**src/rtl/restador_serie.sv**
```systemverilog
`default_nettype none
// ============================================================================
// Module   : restador_serie
// Purpose  : Digit-serial A - B (A + ~B + 1) with flags, saturation and
//            valid/ready handshake on both sides.
// Revision : 1.0 - initial release
// ============================================================================
module restador_serie #(
    parameter int ANCHO  = 16,
    parameter int DIGITO = 4
) (
    input  logic             clk,
    input  logic             rst,
    input  logic             in_valido,
    output logic             in_listo,
    input  logic [ANCHO-1:0] minuendo,
    input  logic [ANCHO-1:0] sustraendo,
    input  logic             modo_signo,
    input  logic             saturar,
    output logic             out_valido,
    input  logic             out_listo,
    output logic [ANCHO-1:0] restador,
    output logic             C_out,
    output logic             desbordamiento,
    output logic             cero,
    output logic             ocupado
);

    localparam int c_N  = ANCHO / DIGITO;
    localparam int c_CW = (c_N > 1) ? $clog2(c_N) : 1;
    localparam logic [c_CW-1:0] c_ULTIMO = c_CW'(c_N - 1);

    typedef enum logic [1:0] {
        LIBRE   = 2'd0,
        CALCULO = 2'd1,
        ENTREGA = 2'd2
    } estado_t;

    estado_t r_estado;
    estado_t w_estado_sig;

    logic [ANCHO-1:0] r_a;
    logic [ANCHO-1:0] r_nb;
    logic [ANCHO-1:0] r_res;
    logic             r_a_msb;
    logic             r_b_msb;
    logic             r_signo;
    logic             r_sat;
    logic             r_carry;
    logic [c_CW-1:0]  r_cnt;

    logic [ANCHO-1:0] r_restador;
    logic             r_c;
    logic             r_ovf;
    logic             r_cero;
    logic             r_out_valido;

    logic             w_acepta;
    logic [DIGITO:0]  w_suma;
    logic [ANCHO-1:0] w_res_sig;
    logic             w_ovf;
    logic [ANCHO-1:0] w_sat_val;
    logic [ANCHO-1:0] w_final;

    assign in_listo   = (r_estado == LIBRE) && !rst;
    assign w_acepta   = in_valido && in_listo;
    assign ocupado    = (r_estado != LIBRE);
    assign out_valido = r_out_valido;
    assign restador   = r_restador;
    assign C_out      = r_c;
    assign desbordamiento = r_ovf;
    assign cero       = r_cero;

    // Operands shift right each cycle so the active chunk is always bits [DIGITO-1:0];
    // the result fills from the top so after N cycles chunk 0 sits at the LSB.
    assign w_suma    = {1'b0, r_a[DIGITO-1:0]} + {1'b0, r_nb[DIGITO-1:0]}
                     + {{DIGITO{1'b0}}, r_carry};
    assign w_res_sig = (ANCHO'(w_suma[DIGITO-1:0]) << (ANCHO - DIGITO)) | (r_res >> DIGITO);

    assign w_ovf     = r_signo ? ((r_a_msb != r_b_msb) && (r_res[ANCHO-1] != r_a_msb))
                               : ~r_carry;
    assign w_sat_val = r_signo ? {r_a_msb, {(ANCHO-1){~r_a_msb}}} : '0;
    assign w_final   = (r_sat && w_ovf) ? w_sat_val : r_res;

    always_ff @(posedge clk) begin
        if (rst) begin
            r_estado <= LIBRE;
        end else begin
            r_estado <= w_estado_sig;
        end
    end

    always_comb begin
        w_estado_sig = r_estado;
        case (r_estado)
            LIBRE:   if (w_acepta) w_estado_sig = CALCULO;
            CALCULO: if (r_cnt == c_ULTIMO) w_estado_sig = ENTREGA;
            ENTREGA: if (r_out_valido && out_listo) w_estado_sig = LIBRE;
            default: w_estado_sig = LIBRE;
        endcase
    end

    always_ff @(posedge clk) begin
        if (rst) begin
            r_a          <= '0;
            r_nb         <= '0;
            r_res        <= '0;
            r_a_msb      <= 1'b0;
            r_b_msb      <= 1'b0;
            r_signo      <= 1'b0;
            r_sat        <= 1'b0;
            r_carry      <= 1'b0;
            r_cnt        <= '0;
            r_restador   <= '0;
            r_c          <= 1'b0;
            r_ovf        <= 1'b0;
            r_cero       <= 1'b0;
            r_out_valido <= 1'b0;
        end else begin
            case (r_estado)
                LIBRE: begin
                    if (w_acepta) begin
                        r_a     <= minuendo;
                        r_nb    <= ~sustraendo;
                        r_a_msb <= minuendo[ANCHO-1];
                        r_b_msb <= sustraendo[ANCHO-1];
                        r_signo <= modo_signo;
                        r_sat   <= saturar;
                        r_carry <= 1'b1;
                        r_cnt   <= '0;
                    end
                end
                CALCULO: begin
                    r_a     <= r_a >> DIGITO;
                    r_nb    <= r_nb >> DIGITO;
                    r_res   <= w_res_sig;
                    r_carry <= w_suma[DIGITO];
                    r_cnt   <= r_cnt + 1'b1;
                end
                ENTREGA: begin
                    // First ENTREGA cycle registers flags and saturation; out_valido follows.
                    if (!r_out_valido) begin
                        r_restador   <= w_final;
                        r_c          <= r_carry;
                        r_ovf        <= w_ovf;
                        r_cero       <= (w_final == '0);
                        r_out_valido <= 1'b1;
                    end else if (out_listo) begin
                        r_out_valido <= 1'b0;
                    end
                end
                default: ;
            endcase
        end
    end

endmodule
`default_nettype wire

```
**config.mk**
```make
export PLATFORM = sky130hd
export DESIGN_NAME = restador_serie
export DESIGN_NICKNAME = d
export VERILOG_FILES = /design/src/rtl/restador_serie.sv
export SDC_FILE = /design/constraint.sdc
export NUM_CORES = 1
export LEC_CHECK = 0
export ABC_AREA = 1
export CELL_PAD_IN_SITES_DETAIL_PLACEMENT = 1
export CELL_PAD_IN_SITES_GLOBAL_PLACEMENT = 2
export CORE_MARGIN = 2
export CORE_UTILIZATION = 30
export CTS_CLUSTER_DIAMETER = 150
export DETAILED_ROUTE_END_ITERATION = 8
export PLACE_DENSITY_LB_ADDON = 0.1
export SYNTH_ARGS = -nofsm -noshare
export SYNTH_HDL_FRONTEND = slang
export SYNTH_SLANG_ARGS = --single-unit
```
**constraint.sdc**
```tcl
create_clock -name clk -period 1.9 [get_ports clk]
set_input_delay 0.38 -clock clk [delete_from_list [all_inputs] [get_ports clk]]
set_output_delay 0.38 -clock clk [all_outputs]
set_load 0.02 [all_outputs]
```
==> reports/qor.csv, run 1 <==
stage,metric,value,unit
drt,DR vias,2950,
drt,final WL,8.61,mm
cts,H-tree Lvls,3,
layout,Multi-input gate area,1390,um2
setup_path,R2R setup slack,0.18,ns
layout,"most common cell after layout, fill and taps aside",dfxtp_1,
setup_path,Crit. Startpoint,out_valido$_SDFFE_PP0N_,
drt,DRC errors left,0,
sta,period utilisation layout,91.9,%
setup_path,CP peak stage delay,0.63,ns
synthesis,Post-Synthesis Cells,409,
cts,"Reg clk slew, reported paths",0.07,ns
outcome,status,"finished, final reports clean",
sta,setup slack after layout,0.154,ns
setup_path,Worst path top cell family by delay,buffers and inverters,
worst_hold_path,Hold Path Origin,r_cnt[0]$_SDFFE_PP0P_,
drt,Pre-antenna DRT Iters,4,
power_and_ir_drop,PwrDens,877,nW/um2
sta,Final Critical Period,1.75,ns
cts,CTS tree,built,
layout,non-filler instance count after layout,614,
grt,M1 GR Usage,19.1,%
drt,DR iter-0 viols,60,
drt,Avg Vias per Cell,4.80,
die,Die H,108,um
synthesis,"flops & latches, synth",77,
setup_path,number of buffers and inverters on the critical path,1,
die,DIE AREA,11600,um2
worst_hold_path,WHS Endpoint,r_cnt[0]$_SDFFE_PP0P_,
layout,sequential cell area,1540,um2
place,routability congestion estimate,0.774,
sta,Fmax achieved,573,MHz
layout,share of cells above drive strength 1,9.83,%
synthesis,synthesized area,3230,um2
power_and_ir_drop,Total Power,3720,uW
die,num ports,60,
setup_path,FF-to-FF path depth,5,
die,Initial Utilization,31.1,%
die,Die W,108,um
cts,PostCTS Resize Cnt,1,
cts,worst-case clock buffer depth,2,
flow_run,maxcap violations,0,
cts,TritonCTS sink count,77,
synthesis,async set-reset flop share out of synthesis,0,%
layout,# diodes,0,
place,DP HPWL,6.25,mm
grt,initial antenna violation count,0,
layout,Layout area overhead,31.3,%
setup_path,RR Endpoint,r_res[14]$_SDFFE_PP0P_,
sta,TNS Setup,0,ns
setup_path,R2R Path Start,r_a[0]$_SDFFE_PP0P_,
grt,met3 Usage GRT,4.54,%
cts,Post-CTS Setup Repair Bufs,0,
grt,GRT busiest layer,met2,
grt,largest net degree at the start of global routing,35,
synthesis,syn avg cell area,7.89,um2
setup_path,Worst EP required,1.52,ns
sta,RSZ-0062 raised after global routing,false,
synthesis,"Seq/Total Area, Yosys",47.8,%
worst_hold_path,min-delay worst type,flip-flop to flip-flop,
sta,final hold violations,0,
drt,wire per inst,14.0,um
layout,most frequent cells in the layout,"dfxtp_1 (77), nand2_1 (70), clkdlybuf4s50_1 (57)",
sta,Final Setup Violations,0,
layout,layout net count,518,
synthesis,Post-synth top flop,dfxtp_1,
grt,GRT Residual Overflow,0,
cts,Worst-Skew Late Latency,0.35,ns
setup_path,cell at the slowest stage of the critical path,clkdlybuf4s50_1,
cts,clock root buffer,clkbuf_8,
place,post-place setup slack,-0.0371,ns
setup_path,CP arrival,1.37,ns
die,FP Rows,37,
grt,total track usage,15.9,%
power_and_ir_drop,Leakage,0.00171,uW
sta,Final Skew,0.00741,ns
cts,# hold bufs at CTS,0,
power_and_ir_drop,Max VDD drop,0.000387,V
setup_path,cell chain of the critical path,clkdlybuf4s50_1,
setup_path,CP Launch Type,flip-flop,
drt,Antenna Nets Post-Route,0,
setup_path,CP Class,flip-flop to output port,
synthesis,Netlist cell types,30,
place,cell total after placement,599,
setup_path,CP endpoint kind,output port,
die,Core ar.,10400,um2
synthesis,"Net Count, Synth",453,
layout,fill count,1290,
grt,met2 usage,27.6,%
synthesis,YS warnings,0,
cts,CTS Buf Count,9,
grt,number of global-route vias before repair,2964,
setup_path,Worst Path Max Fanout,4,
synthesis,Post-synth EDFFs,0,
sta,max-slew violation count,0,
grt,first-pass GRT wire length,14.4,mm
worst_hold_path,Hold Path Stages,1,
sta,Worst Max-Slew Pin Slew,0.410,ns
place,# port buffers,59,
sta,Worst slew margin,72.6,%
==> registers in the layout (all words and copies together), names as in the netlist, 2 cells and up <==
name and flops:
r_a 16, r_cnt 2, r_estado 2, r_nb 16, r_res 16, restador 16
==> how the worst max path moves through the flow <==
stage                           endpoint  depth (start not counted)
floorplan           r_carry$_SDFFE_PP0P_                          5
global placement                in_listo                          3
detailed placement              in_listo                          3
CTS                              ocupado                          3
global route                  out_valido                          1
finish                        out_valido                          1
==> cells in the mapped netlist, types with 2 or more instances <==
master | count | share of area, %
dfxtp_1 | 77 | 48
nand2_1 | 70 | 8.1
inv_1 | 45 | 5.2
nor2_1 | 36 | 4.2
o21ai_0 | 36 | 5.6
a21oi_1 | 19 | 2.9
nand3_1 | 18 | 2.8
a211oi_1 | 15 | 3.5
a31oi_1 | 13 | 2.5
o211ai_1 | 12 | 2.8
o22ai_1 | 12 | 2.3
clkbuf_1 | 11 | 1.3
buf_2 | 10 | 1.6
ha_1 | 4 | 1.6
inv_2 | 4 | 0.46
nor2_2 | 4 | 0.78
o221ai_1 | 4 | 1.1
nand2_2 | 3 | 0.58
buf_6 | 2 | 0.70
fa_1 | 2 | 1.2
nand4_1 | 2 | 0.39
o21ai_1 | 2 | 0.31
==> cell families (layout without fill, tap and decap cells) <==
family          after synthesis  in the layout  synth area share (%)
xor+xnor                      2              2                 0.543
simple gates                137            137                  18.3
flops                        77             77                  47.8
buf+inv                      73            142                  9.34
compound gates              114            114                  21.3
fa+ha+maj                     6              6                  2.79
==> stage by stage <==
stage / hold slack, ns / instance area (um2) / utilization (%)
after floorplan: 0.429 / 3230 / -
after detailed placement: 0.464 / 4020 / 38.8
after global routing: 0.495 / 4240 / 40.9
after CTS: 0.476 / 4240 / 40.8
after global placement: 0.447 / 4020 / 38.8
final: 0.471 / 4240 / 40.9
==> layout make-up <==
cell class	instances	share of cell area, %
Sequential cell	77	36.4
Multi-Input combinational cell	259	32.7
Timing Repair Buffer	77	17.4
Inverter	50	4.43
Tap cell	136	4.02
Clock buffer	11	3.34
Clock inverter	4	1.71
==> where the power goes <==
group / internal (uW) / switching (uW)
logic: 253 / 325
clock network: 767 / 597
registers: 1720 / 58.2
==> routing by layer <==
layer	vias to the layer above	wire length [um]
li1	1496	-
met4	0	68
met5	-	0
met3	5	253
met2	37	4260
met1	1412	4030
Power figures use the tool's default switching activity.
==> run 2: changes to the inputs <==
TNS_END_PERCENT = 5   (was not set)
==> results of run 2 <==
No change in the layout: final DEF, timing and power equal those of run 1.
